[src/rtl/mblk_scan_gen_pkg.sv]
// Shared types for the macroblock scan-order generator.
// Block-size encoding, FSM state type and the block-size helper.
package mblk_scan_gen_pkg;

    typedef enum logic [1:0] {
        MBLK8X8   = 2'b00,
        MBLK16X16 = 2'b01,
        MBLK32X32 = 2'b10,
        MBLK64X64 = 2'b11
    } teMacroBlockType;

    typedef enum logic [1:0] {
        IDLE = 2'd0,
        RUN  = 2'd1,
        DONE = 2'd2
    } teScanState;

    localparam int BLK_IDX_W = 24;

    // log2 of the block edge: 3 (8 px) .. 6 (64 px)
    function automatic logic [2:0] mblk_log2size(input teMacroBlockType m);
        return 3'd3 + {1'b0, m};
    endfunction

endpackage

[src/rtl/mblk_axis_cnt.sv]
// One scan axis: block origin, pixel position, clipped block limit.
// Ports: iClr/iAdv/iRew/iInc step controls; iLog2 block size; iDim
// frame extent; oPos/oOrg position and origin; oAtLim last pixel of
// the (clipped) block on this axis; oLastBlk block touches the edge.
module mblk_axis_cnt
    import mblk_scan_gen_pkg::*;
#(
    parameter int W = 12
) (
    input  logic         iClk,
    input  logic         iRst,
    input  logic         iClr,
    input  logic         iAdv,
    input  logic         iRew,
    input  logic         iInc,
    input  logic [2:0]   iLog2,
    input  logic [W-1:0] iDim,
    output logic [W-1:0] oPos,
    output logic [W-1:0] oOrg,
    output logic         oAtLim,
    output logic         oLastBlk
);

    logic [W-1:0] org_q, org_d;
    logic [W-1:0] pos_q, pos_d;
    logic [W:0]   size;
    logic [W:0]   blk_end;

    // One extra bit so origin+size cannot wrap near the max extent
    always_comb begin
        size    = (W+1)'(1) << iLog2;
        blk_end = {1'b0, org_q} + size;
    end

    assign oLastBlk = blk_end >= {1'b0, iDim};
    assign oAtLim   = oLastBlk ? (pos_q == iDim - W'(1))
                               : ({1'b0, pos_q} == blk_end - (W+1)'(1));
    assign oPos     = pos_q;
    assign oOrg     = org_q;

    always_comb begin
        org_d = org_q;
        pos_d = pos_q;
        if (iClr) begin
            org_d = '0;
            pos_d = '0;
        end else if (iAdv) begin
            // only issued when not the last block, so blk_end fits W bits
            org_d = blk_end[W-1:0];
            pos_d = blk_end[W-1:0];
        end else if (iRew) begin
            pos_d = org_q;
        end else if (iInc) begin
            pos_d = pos_q + W'(1);
        end
    end

    always_ff @(posedge iClk or posedge iRst) begin
        if (iRst) begin
            org_q <= '0;
            pos_q <= '0;
        end else begin
            org_q <= org_d;
            pos_q <= pos_d;
        end
    end

endmodule

[src/rtl/mblk_scan_gen.sv]
// Macroblock scan-order coordinate/address generator.
// Ports: iStart/ieMode/iWidth/iHeight/iBase/iStride configure a scan;
// oValid/iReady beat handshake carrying oX/oY/oAddr/oBlkIdx and block
// flags; oBusy in RUN; oDone/oErr end-of-scan pulses; iAbort stops.
module mblk_scan_gen
    import mblk_scan_gen_pkg::*;
#(
    parameter int X_W    = 12,
    parameter int Y_W    = 12,
    parameter int ADDR_W = 32
) (
    input  logic                 iClk,
    input  logic                 iRst,
    input  logic                 iStart,
    input  logic [1:0]           ieMode,
    input  logic [X_W-1:0]       iWidth,
    input  logic [Y_W-1:0]       iHeight,
    input  logic [ADDR_W-1:0]    iBase,
    input  logic [ADDR_W-1:0]    iStride,
    input  logic                 iAbort,
    output logic                 oBusy,
    output logic                 oDone,
    output logic                 oErr,
    output logic                 oValid,
    input  logic                 iReady,
    output logic [X_W-1:0]       oX,
    output logic [Y_W-1:0]       oY,
    output logic [ADDR_W-1:0]    oAddr,
    output logic [BLK_IDX_W-1:0] oBlkIdx,
    output logic                 oBlkFirst,
    output logic                 oBlkLast,
    output logic                 oFrameLast
);

    teScanState      state_q, state_d;
    teMacroBlockType mode_q, mode_d;
    logic [X_W-1:0]  w_q, w_d;
    logic [Y_W-1:0]  h_q, h_d;
    logic [ADDR_W-1:0] stride_q, stride_d;
    logic [ADDR_W-1:0] addr_q, addr_d;
    // frow: address of (0, y); band: address of (0, block-row origin)
    logic [ADDR_W-1:0] frow_q, frow_d;
    logic [ADDR_W-1:0] band_q, band_d;
    logic [BLK_IDX_W-1:0] blk_q, blk_d;
    logic err_q, err_d;

    logic xClr, xAdv, xRew, xInc;
    logic yClr, yAdv, yRew, yInc;
    logic [X_W-1:0] xPos, xOrg;
    logic [Y_W-1:0] yPos, yOrg;
    logic xAtLim, xLast, yAtLim, yLast;
    logic [2:0] log2sz;
    logic run, fire, frame_last;
    logic [ADDR_W-1:0] frow_nx, bx_a, sz_a;

    assign log2sz     = mblk_log2size(mode_q);
    assign run        = state_q == RUN;
    assign fire       = run && iReady;
    assign frame_last = xAtLim && yAtLim && xLast && yLast;
    assign frow_nx    = frow_q + stride_q;
    assign bx_a       = ADDR_W'(xOrg);
    assign sz_a       = ADDR_W'(1) << log2sz;

    mblk_axis_cnt #(.W(X_W)) u_x (
        .iClk(iClk), .iRst(iRst),
        .iClr(xClr), .iAdv(xAdv), .iRew(xRew), .iInc(xInc),
        .iLog2(log2sz), .iDim(w_q),
        .oPos(xPos), .oOrg(xOrg), .oAtLim(xAtLim), .oLastBlk(xLast)
    );

    mblk_axis_cnt #(.W(Y_W)) u_y (
        .iClk(iClk), .iRst(iRst),
        .iClr(yClr), .iAdv(yAdv), .iRew(yRew), .iInc(yInc),
        .iLog2(log2sz), .iDim(h_q),
        .oPos(yPos), .oOrg(yOrg), .oAtLim(yAtLim), .oLastBlk(yLast)
    );

    always_comb begin
        state_d  = state_q;
        mode_d   = mode_q;
        w_d      = w_q;
        h_d      = h_q;
        stride_d = stride_q;
        addr_d   = addr_q;
        frow_d   = frow_q;
        band_d   = band_q;
        blk_d    = blk_q;
        err_d    = 1'b0;
        xClr = 1'b0; xAdv = 1'b0; xRew = 1'b0; xInc = 1'b0;
        yClr = 1'b0; yAdv = 1'b0; yRew = 1'b0; yInc = 1'b0;
        unique case (state_q)
            IDLE: begin
                if (iStart) begin
                    if (iWidth == '0 || iHeight == '0) begin
                        state_d = DONE;
                        err_d   = 1'b1;
                    end else begin
                        state_d  = RUN;
                        mode_d   = teMacroBlockType'(ieMode);
                        w_d      = iWidth;
                        h_d      = iHeight;
                        stride_d = iStride;
                        addr_d   = iBase;
                        frow_d   = iBase;
                        band_d   = iBase;
                        blk_d    = '0;
                        xClr     = 1'b1;
                        yClr     = 1'b1;
                    end
                end
            end
            RUN: begin
                // final handshake wins over a simultaneous abort
                if (fire && frame_last) begin
                    state_d = DONE;
                end else if (iAbort) begin
                    state_d = DONE;
                end else if (fire) begin
                    if (!xAtLim) begin
                        xInc   = 1'b1;
                        addr_d = addr_q + ADDR_W'(1);
                    end else if (!yAtLim) begin
                        xRew   = 1'b1;
                        yInc   = 1'b1;
                        frow_d = frow_nx;
                        addr_d = frow_nx + bx_a;
                    end else if (!xLast) begin
                        // next block in the same block row
                        xAdv   = 1'b1;
                        yRew   = 1'b1;
                        frow_d = band_q;
                        addr_d = band_q + bx_a + sz_a;
                        blk_d  = blk_q + BLK_IDX_W'(1);
                    end else begin
                        // first block of the next block row
                        xClr   = 1'b1;
                        yAdv   = 1'b1;
                        band_d = frow_nx;
                        frow_d = frow_nx;
                        addr_d = frow_nx;
                        blk_d  = blk_q + BLK_IDX_W'(1);
                    end
                end
            end
            DONE: begin
                state_d = IDLE;
            end
            default: begin
                state_d = IDLE;
            end
        endcase
    end

    always_ff @(posedge iClk or posedge iRst) begin
        if (iRst) begin
            state_q  <= IDLE;
            mode_q   <= MBLK8X8;
            w_q      <= '0;
            h_q      <= '0;
            stride_q <= '0;
            addr_q   <= '0;
            frow_q   <= '0;
            band_q   <= '0;
            blk_q    <= '0;
            err_q    <= 1'b0;
        end else begin
            state_q  <= state_d;
            mode_q   <= mode_d;
            w_q      <= w_d;
            h_q      <= h_d;
            stride_q <= stride_d;
            addr_q   <= addr_d;
            frow_q   <= frow_d;
            band_q   <= band_d;
            blk_q    <= blk_d;
            err_q    <= err_d;
        end
    end

    assign oBusy      = run;
    assign oValid     = run;
    assign oDone      = state_q == DONE;
    assign oErr       = err_q;
    assign oX         = xPos;
    assign oY         = yPos;
    assign oAddr      = addr_q;
    assign oBlkIdx    = blk_q;
    assign oBlkFirst  = run && xPos == xOrg && yPos == yOrg;
    assign oBlkLast   = run && xAtLim && yAtLim;
    assign oFrameLast = run && frame_last;

endmodule
[config.mk]
export PLATFORM = sky130hd
export DESIGN_NAME = mblk_scan_gen
export DESIGN_NICKNAME = d
export VERILOG_FILES = /design/src/rtl/mblk_scan_gen_pkg.sv /design/src/rtl/mblk_axis_cnt.sv /design/src/rtl/mblk_scan_gen.sv
export SDC_FILE = /design/constraint.sdc
export NUM_CORES = 1
export LEC_CHECK = 0
export ABC_AREA = 1
export BUFFER_PORTS_ARGS = -buffer_cell sky130_fd_sc_hd__buf_2
export CORE_UTILIZATION = 51
export CTS_CLUSTER_SIZE = 30
export DETAILED_ROUTE_END_ITERATION = 7
export PLACE_DENSITY_LB_ADDON = 0.05
export SLEW_MARGIN = 30
export SYNTH_ARGS = -nofsm -noshare
export SYNTH_HDL_FRONTEND = slang
export SYNTH_SLANG_ARGS = --single-unit
[constraint.sdc]
create_clock -name iClk -period 6.9 [get_ports iClk]
set_input_delay 0.69 -clock iClk [delete_from_list [all_inputs] [get_ports iClk]]
set_output_delay 0.69 -clock iClk [all_outputs]
set_load 0.01 [all_outputs]
# Word-level counts from Yosys, hierarchy flattened
# Index checks and enable logic that the tools add are counted.
# word_totals
out_inout_bits	87
elab_cells	155
reg_bits	229
in_bits	95
# classes
addsub	15
n_mux	81
n_bitwise	1
shifts	2
n_eq_ne	16
n_lt_le_gt_ge	2
n_reduce_logical	24
# ops
cell	n
2-to-1 mux 32 bit	19
case mux 32 bit (2 select lines)	3
2-to-1 mux 24 bit	7
2-to-1 mux 12 bit	12
adder 32 x 12 -> 32 bit	2
adder 32 bit	2
== test 12 bit	4
case mux 24 bit (2 select lines)	1
2-to-1 mux 1 bit	33
adder 32 x 1 -> 32 bit (second input constant)	1
<< shifter 1 x 3 -> 32 bit (first input constant)	1
adder 12 x 13 -> 13 bit	2
== test 12 x 13 -> 1 bit	2
>= comparator 13 x 12 -> 1 bit	2
subtractor 13 x 1 -> 13 bit (second input constant)	2
adder 12 x 1 -> 12 bit (second input constant)	2
adder 24 x 1 -> 24 bit (second input constant)	1
zero test 12 bit	2
subtractor 12 x 1 -> 12 bit (second input constant)	2
<< shifter 1 x 3 -> 13 bit (first input constant)	1
inequality test 2 bit (second input constant)	6
logical AND 1 bit	10
2-to-1 mux 2 bit	4
AND reduction 8 bit	1
other kinds (16)	19

# Logic depth before layout (Yosys ltp)
# Gate-level depths: netlist of the first run.
# logic_depth
word_depth	16
depth_mapped	38
depth_no_buf	36

# By module
# Synthesis of the first run repeated with hierarchy kept, for this count alone.
# unflattened
hier_cells	3429
hier_area_um2	21630.7
# by_module_without_submodules
module	n_inst	cells_each	seq_area_each_um2	area_per_inst_um2
mblk_scan_gen	1	2323	4529.3	15092.0
mblk_axis_cnt (u_x)	1	562	600.6	3347.0
mblk_axis_cnt (u_y)	1	544	600.6	3191.8

# Least setup slack after synthesis of the first run
# Ideal clock, no wire load.
# synth_timing
kind	reg-to-output
startpoint	register mode_q[1]
endpoint	output port oFrameLast
slack_ns	2.253
stages_incl_launch_ff	31
t_arrival_ns	3.957
path_buffers	2
required_ns	6.210
path_cell_list	dfrtp_1 -> inv_1 -> nor2_1 -> ha_1 -> nand2_1 -> nand2_1 -> a21oi_1 -> nand2_1 -> nand2_1 -> nand2_1 -> inv_1 -> ha_1 -> nand2_1 -> a21oi_1 -> nor2_1 -> nand2_1 -> nor2_1 -> nand2_1 -> nand2_1 -> nand2_1 -> nand2_1 -> clkbuf_1 -> nand3b_1 -> nand3_1 -> nand2_1 -> nor2_1 -> nand2_1 -> nor2_2 -> nand2_4 -> buf_1 -> nor4_1
# synth_between
elab_chain_cells	10
elab_cells_between_ends	16
cone_classes	5 x add/sub; 2 x order compare; 2 x eq/ne; 1 x shift; 2 x mux; 4 x reduce/logical
# synth_lines
element	line	source
start: declaration	mblk_scan_gen.sv:36	teMacroBlockType mode_q, mode_d;
start signal: assignment	mblk_scan_gen.sv:168	mode_q <= mode_d;
adder 2 x 2 -> 3 bit *	mblk_scan_gen_pkg.sv:22	return 3'd3 + {1'b0, m};
<< shifter 1 x 3 -> 13 bit *	mblk_axis_cnt.sv:31	size = (W+1)'(1) << iLog2;
adder 12 x 13 -> 13 bit	mblk_axis_cnt.sv:32	blk_end = {1'b0, org_q} + size;
subtractor 13 x 1 -> 13 bit	mblk_axis_cnt.sv:37	: ({1'b0, pos_q} == blk_end - (W+1)'(1));
== test 12 x 13 -> 1 bit	mblk_axis_cnt.sv:37	
2-to-1 mux 1 bit	mblk_axis_cnt.sv:36	assign oAtLim = oLastBlk ? (pos_q == iDim - W'(1))
logical AND 1 bit (2 in a row)	mblk_scan_gen.sv:59	assign frame_last = xAtLim && yAtLim && xLast && yLast;
logical AND 1 bit *	mblk_scan_gen.sv:59	
logical AND 1 bit *	mblk_scan_gen.sv:190	assign oFrameLast = run && frame_last;
end: declaration	mblk_scan_gen.sv:32	output logic oFrameLast
# Mark *: on every way between the ends. The rest lies on a longest branch, timed or not.

# Worst setup path after layout of the first run
# layout_timing
startpoint	register u_x.org_q[4], in the netlist u_x.oOrg[4]
endpoint	output port oBlkLast
# layout_between
elab_chain_cells	6
elab_cells_between_ends	7
cone_classes	2 x add/sub; 1 x order compare; 1 x eq/ne; 1 x mux; 2 x reduce/logical
# layout_lines
element	line	source
start: declaration	mblk_axis_cnt.sv:24	logic [W-1:0] org_q, org_d;
start signal: assignment	mblk_axis_cnt.sv:63	org_q <= org_d;
adder 12 x 13 -> 13 bit *	mblk_axis_cnt.sv:32	
subtractor 13 x 1 -> 13 bit	mblk_axis_cnt.sv:37	
== test 12 x 13 -> 1 bit	mblk_axis_cnt.sv:37	
2-to-1 mux 1 bit *	mblk_axis_cnt.sv:36	
logical AND 1 bit * (2 in a row)	mblk_scan_gen.sv:189	assign oBlkLast = run && xAtLim && yAtLim;
end: declaration	mblk_scan_gen.sv:31	output logic oBlkLast,
# Marked as above.

==> flow_summary.toml, run 1 <==
[worst_setup_path]
critical-path-top-delay-family = "simple AND/OR/NAND/NOR gates"
cp_slowest_stage_delay_ns = 0.57
crit_arrival_ns = 5.71
path_common_cell = "nand2_1"
cp.required_ns = 6.21
critPathCaptureType = "primary output"
start_kind = "flip-flop"
cp_max_fo = 17
critPathBufInv = 5
crit_slowest_cell = "dfrtp_1"
crit_type = "reg -> out"

[clocking]
cts-root-buf = "clkbuf_16"
cts_setup_buffers = 0
cts-hold-fix-buffers = 0
worstSkewPairLatency_ns = 0.59
cts_tree = "done"
cts_buffers = 30
h-tree-depth = 1
clock-sinks = 229
clkTransAtPathRegs_ns = 0.06
cts_buffer_depth = 3
cts_resized = 0

[flow_run]
drv_cap = 0

[hold_path]
min-delay-path-class = "in -> async"

[drt]
drtAntennaViolNets = 0
drt_wl_total_um = 80200
first_iter_violations = 2294
top_layer = "met4"
dr_wl_met2_um = 36900
drc = 5
dr.pass1.iters = 8
met1_length_um = 32800
vias_per_cell = 5.77
vias = 23300
avgRoutedWirePerCell_um = 19.8
dr_wl_met3_um = 6300

[floorplan]
ios = 182
num_rows = 74
die_area_mm2 = 0.0429
core_area_mm2 = 0.0411
die_w_um = 207
fp.dieH_um = 207
start_util = 0.522

[global_routing]
overflow = 0
grt_pass1_vias = 22500
antenna_found_initial = 0
grt_pass1_wl_um = 125000
grt_start_max_net_pins = 98
grt_usage = 0.370

[timing]
fin_hold_ws_ns = 0.287
finalSetupTns_ns = 0
min_period_over_period = 0.928
clock.fmax_mhz = 156
worst_slew_pin_slew_ns = 1.07
hold_viol_final = 0
rsz0062_at_grt = "no"
clock_skew_ns = 0.0167
drv_slew = 0
relSlewSlack = 0.278
finalSetupViolCount = 0
period_needed_ns = 6.40

[yosys]
ys_warn_count = 0
synth.distinct_cells = 57
synth_edf_count = 0
syn_area_per_cell_um2 = 6.39
synth_area_mm2 = 0.0214
synth_top_area_share = 0.267
syn-instance-count = 3357
yosys_most_used_dff = "dfrtp_1"
synthArstFlopShare = 1.00
synth_top_cell_by_area = "dfrtp_1"
synth_seq_area_share = 0.267
synth.area.top_cells = "dfrtp_1, nand2_1, inv_1, nand3_1, ha_1"
synth.most_common_cell = "nand2_1"
yosys-top-cells-count = "nand2_1, inv_1, nor2_1"
ys_ff_latch = 229

[power_and_ir_drop]
irDropWorstVdd_mv = 0.263
leakagePower_nw = 12.5
power.density_mw_per_mm2 = 475

[final_layout]
final_area_mm2 = 0.0238
diodes = 0
nets = 3697
syn2layout_area_growth_pct = 10.9
drive_gt1_frac = 0.108

[outcome]
violations = "DRC"
status = "complete, but fails checks"

[placed_design]
dpl_cell_area_mm2 = 0.0227
dp_hpwl_um = 61800
io_buffers = 181
gp_congestion = 1.05
==> final cells by class <==
| class | count | area (um^2) |
|---|---|---|
| clock inverters | 21 | 233 |
| inverters | 385 | 1450 |
| flip-flops and latches | 229 | 5730 |
| fillers | 4074 | 17300 |
| clock buffers | 34 | 787 |
| repair buffers | 203 | 1110 |
| multi-input cells | 2637 | 13800 |
| well taps | 532 | 666 |
==> flip-flops by register name, indices dropped and copies added, names as in the netlist <==
name      count
band_q       32
state_q       2
h_q          12
w_q          12
oAddr        32
frow_q       32
oBlkIdx      24
u_y.oPos     12
u_x.oOrg     12
mode_q        2
oErr          1
stride_q     32
u_y.oOrg     12
u_x.oPos     12
==> placed cells by master, fill, tap and decap left out, types with 7 or more instances in the layout <==
cell type / instances
o21a_1: 14
nand4_1: 68
inv_1: 365
o22ai_1: 10
o211ai_1: 27
nor4_1: 29
nand3_1: 273
xor2_1: 113
clkbuf_16: 31
nor2_4: 8
a22oi_1: 7
buf_4: 18
o21bai_1: 9
inv_2: 18
or2_2: 11
nor2_1: 341
nand3b_1: 17
nor3_1: 54
dfrtp_1: 229
nand2_2: 18
fa_1: 9
a31oi_1: 8
ha_1: 107
o21ai_0: 190
xnor2_1: 21
buf_2: 181
clkinv_2: 9
a21boi_0: 7
o21ai_1: 22
nand2_1: 1035
nor2_2: 16
mux2_2: 32
a21oi_1: 137
==> per-layer routing <==
metal / track usage / vias to the layer above
li1: - / 11200
met1: 0.477 / 10800
met2: 0.614 / 1101
met3: 0.0497 / 230
met4: 0.176 / 0
met5: 0 / -
==> metrics by stage <==
step,total power [mW],std cells,util,setup slack [ns]
global route,12.2,4041,0.578,0.104
finish,11.3,4041,0.578,0.497
global placement,9.40,3986,0.553,1.10
CTS,11.2,4041,0.578,0.502
detailed placement,9.46,3986,0.553,0.903
floorplan,7.32,3361,-,2.25
==> cell families after synthesis <==
family,synth area share
buffers and inverters,0.0919
xor gates and xnor gates,0.0562
adders and majority gates,0.0708
and+or+nand+nor,0.379
muxes,0.0168
AOI/OAI and AO/OA,0.118
DFF,0.267
other,0.000350
==> tightest hold or removal path, cell delays in order <==
cell and delay [ns]:
buf_2 0.12, clkinvlp_4 0.08, buf_12 0.44
==> worst paths after layout <==
path                        startpoint      endpoint  slack [ns]  cells after the start
hold / removal                    iRst   stride_q[2]        0.29                      3
min in group iClk          iStride[14]  stride_q[14]        0.34                      2
setup reg to reg             mode_q[1]    frow_q[21]        0.98                     37
setup / recovery           u_x.oOrg[4]      oBlkLast        0.50                     30
hold reg to reg              frow_q[8]     frow_q[8]        0.48                      2
max in group asynchronous         iRst        w_q[2]        5.32                      4
==> where the power goes <==
group	internal (mW)	total [mW]	switching, mW
sequential	1.83	2.35	0.522
clock	0.972	1.64	0.667
combinational	2.29	7.31	5.02
No activity file was read; power rests on OpenSTA's default activity.
==> run 2, diff against run 1 <==
--- a/config.mk
+++ b/config.mk
@@ -7,7 +7,9 @@
 export LEC_CHECK = 0
 export ABC_AREA = 1
 export BUFFER_PORTS_ARGS = -buffer_cell sky130_fd_sc_hd__buf_2
-export CORE_UTILIZATION = 51
+export CELL_PAD_IN_SITES_DETAIL_PLACEMENT = 1
+export CELL_PAD_IN_SITES_GLOBAL_PLACEMENT = 2
+export CORE_UTILIZATION = 31
 export CTS_CLUSTER_SIZE = 30
 export DETAILED_ROUTE_END_ITERATION = 7
 export PLACE_DENSITY_LB_ADDON = 0.05
==> run 2 against run 1 <==
The run now ends clean. Critical path depth is 1 higher. Clock power is 8% higher. Count of clock-buffer cells in the layout increased by 12. Flip-flop and latch count stayed put. Total power grew 5.3%. Die area is 64% higher. Sequential power barely moved. Sequential share of layout area fell by 0.59 points. Critical path type unchanged. Highest routed layer unchanged.
==> flow_summary.toml, run 2 (synthesis gave the netlist of run 1 again) <==
[clocking]
h-tree-depth = 2
cts_buffer_depth = 3
cts_buffers = 35
clkTransAtPathRegs_ns = 0.06
worstSkewPairLatency_ns = 0.56
cts-root-buf = "clkbuf_16"
cts_tree = "done"
clock-sinks = 229

[floorplan]
ios = 182
start_util = 0.313
core_area_mm2 = 0.0685
die_w_um = 265
num_rows = 96
fp.dieH_um = 265
die_area_mm2 = 0.0702

[flow_run]
drv_cap = 0

[drt]
drc = 0
vias_per_cell = 5.25
vias = 23100
dr.pass1.iters = 5
drtAntennaViolNets = 0
avgRoutedWirePerCell_um = 23.0
drt_wl_total_um = 101000
first_iter_violations = 1332

[final_layout]
drive_gt1_frac = 0.113
syn2layout_area_growth_pct = 13.6
seq_area_mm2 = 0.00573
multi_input_area_mm2 = 0.0138
final_common_cell = "nand2_1"
fillers = 8893
final_cell_mix = "nand2_1, inv_1, nor2_1, nand3_1, dfrtp_1"
post-route-util = 0.356
nets = 3713

[timing]
clock.fmax_mhz = 156
relSlewSlack = 0.427
rsz0062_at_grt = "no"
finalSetupViolCount = 0
clock_skew_ns = 0.0283
worst_slew_pin_slew_ns = 0.859
fin_ws_ns = 0.503
drv_slew = 0
finalSetupTns_ns = 0
min_period_over_period = 0.927
period_needed_ns = 6.40
hold_viol_final = 0

[worst_setup_path]
cp.required_ns = 6.21
path_common_cell = "nand2_1"
r2r-end = "band_q[27]"
crit_start = "mode_q[1]"
cp-endpoint = "oBlkLast"
crit-reg2reg-launch = "mode_q[0]"
crit_slowest_cell = "buf_4"
cp_slowest_stage_delay_ns = 0.49
crit_type = "reg -> out"
reg2reg_slack_ns = 0.71
r2r_cells = 33
cp_max_fo = 49
start_kind = "flip-flop"
critPathCaptureType = "primary output"
crit_arrival_ns = 5.71

[global_routing]
grt_usage = 0.289
grt_start_max_net_pins = 75
grt.busiest_layer = "met2"
antenna_found_initial = 0
grt_pass1_wl_um = 155000
grt_pass1_vias = 24400
grt_use_met1 = 0.378
overflow = 0
gr-usage-met3 = 0.0271
use_met2 = 0.505

[placed_design]
pre_cts_slack_ns = 0.0200
gp_congestion = 0.927
io_buffers = 181
dp_hpwl_um = 81400

[power_and_ir_drop]
leakagePower_nw = 12.6
irDropWorstVdd_mv = 0.203
power.density_mw_per_mm2 = 489

[outcome]
status = "complete, no violations"

[hold_path]
min-delay-path-class = "in -> async"
[run 2: cell types whose count changed in the layout (fill, tap and decap cells not counted), moves of 2 or more]
cell | previous run | this run
nor2_1 | 341 | 339
nor2_2 | 16 | 18
clkbuf_16 | 31 | 35
buf_4 | 18 | 30
bufinv_16 | 4 | 1
clkbuf_8 | 0 | 7
clkinv_4 | 4 | 1
[run 2: what timing repair did]
action	4_1_cts	5_1_grt
resized for setup	0	6
hold buffers	0	0
setup endpoints to repair	0	127
setup buffers	0	0
[run 2: layout make-up]
cell class,instances,share of cell area
antenna,1,0.000103
tap,882,0.0453
multi-input combinational,2637,0.567
clock inverter,12,0.00390
inverter,385,0.0596
clock buffer,46,0.0405
timing repair buffer,214,0.0485
sequential,229,0.235
[run 2: worst min path at each step]
stage | cells past startpoint | start | to | slack (ns)
floorplan | 2 | frow_q[0] | frow_q[0] | 0.45
global placement | 2 | frow_q[11] | frow_q[11] | 0.46
detailed placement | 2 | frow_q[9] | frow_q[9] | 0.46
CTS | 2 | iRst | frow_q[18] | 0.12
global route | 2 | iRst | frow_q[24] | 0.14
finish | 2 | iRst | frow_q[24] | 0.13
[run 2: metrics by stage]
| step | cell area [um^2] | std cells | power [mW] | hold slack, ns |
|---|---|---|---|---|
| after floorplan | 21500 | 3361 | 7.32 | 0.446 |
| after global placement | 23200 | 4347 | 10.1 | 0.461 |
| after detailed placement | 23300 | 4347 | 10.2 | 0.463 |
| after CTS | 24300 | 4405 | 12.0 | 0.116 |
| after global routing | 24400 | 4405 | 12.9 | 0.141 |
| final | 24400 | 4406 | 11.9 | 0.135 |
[run 2: layer usage]
| layer | part of all wire | up-vias |
|---|---|---|
| li1 | - | 11200 |
| met1 | 0.45 | 11300 |
| met2 | 0.49 | 462 |
| met3 | 0.037 | 121 |
| met4 | 0.029 | 0 |
| met5 | 0 | - |
[run 2: critical path, delay by kind of cell, from the launching register on]
kind                       cells  cell delay, ns
buffers and inverters          5            1.15
adders and majority gates      2            0.71
and+or+nand+nor               24            2.82
DFF                            1            0.41
[run 2: power by group]
part	internal, mW	total [mW]	switching [mW]	leakage [nW]
Combinational	2.31	7.75	5.44	9.19
Sequential	1.83	2.38	0.551	2.87
Clock	1.04	1.77	0.736	0.541
Total	5.18	11.9	6.73	12.6
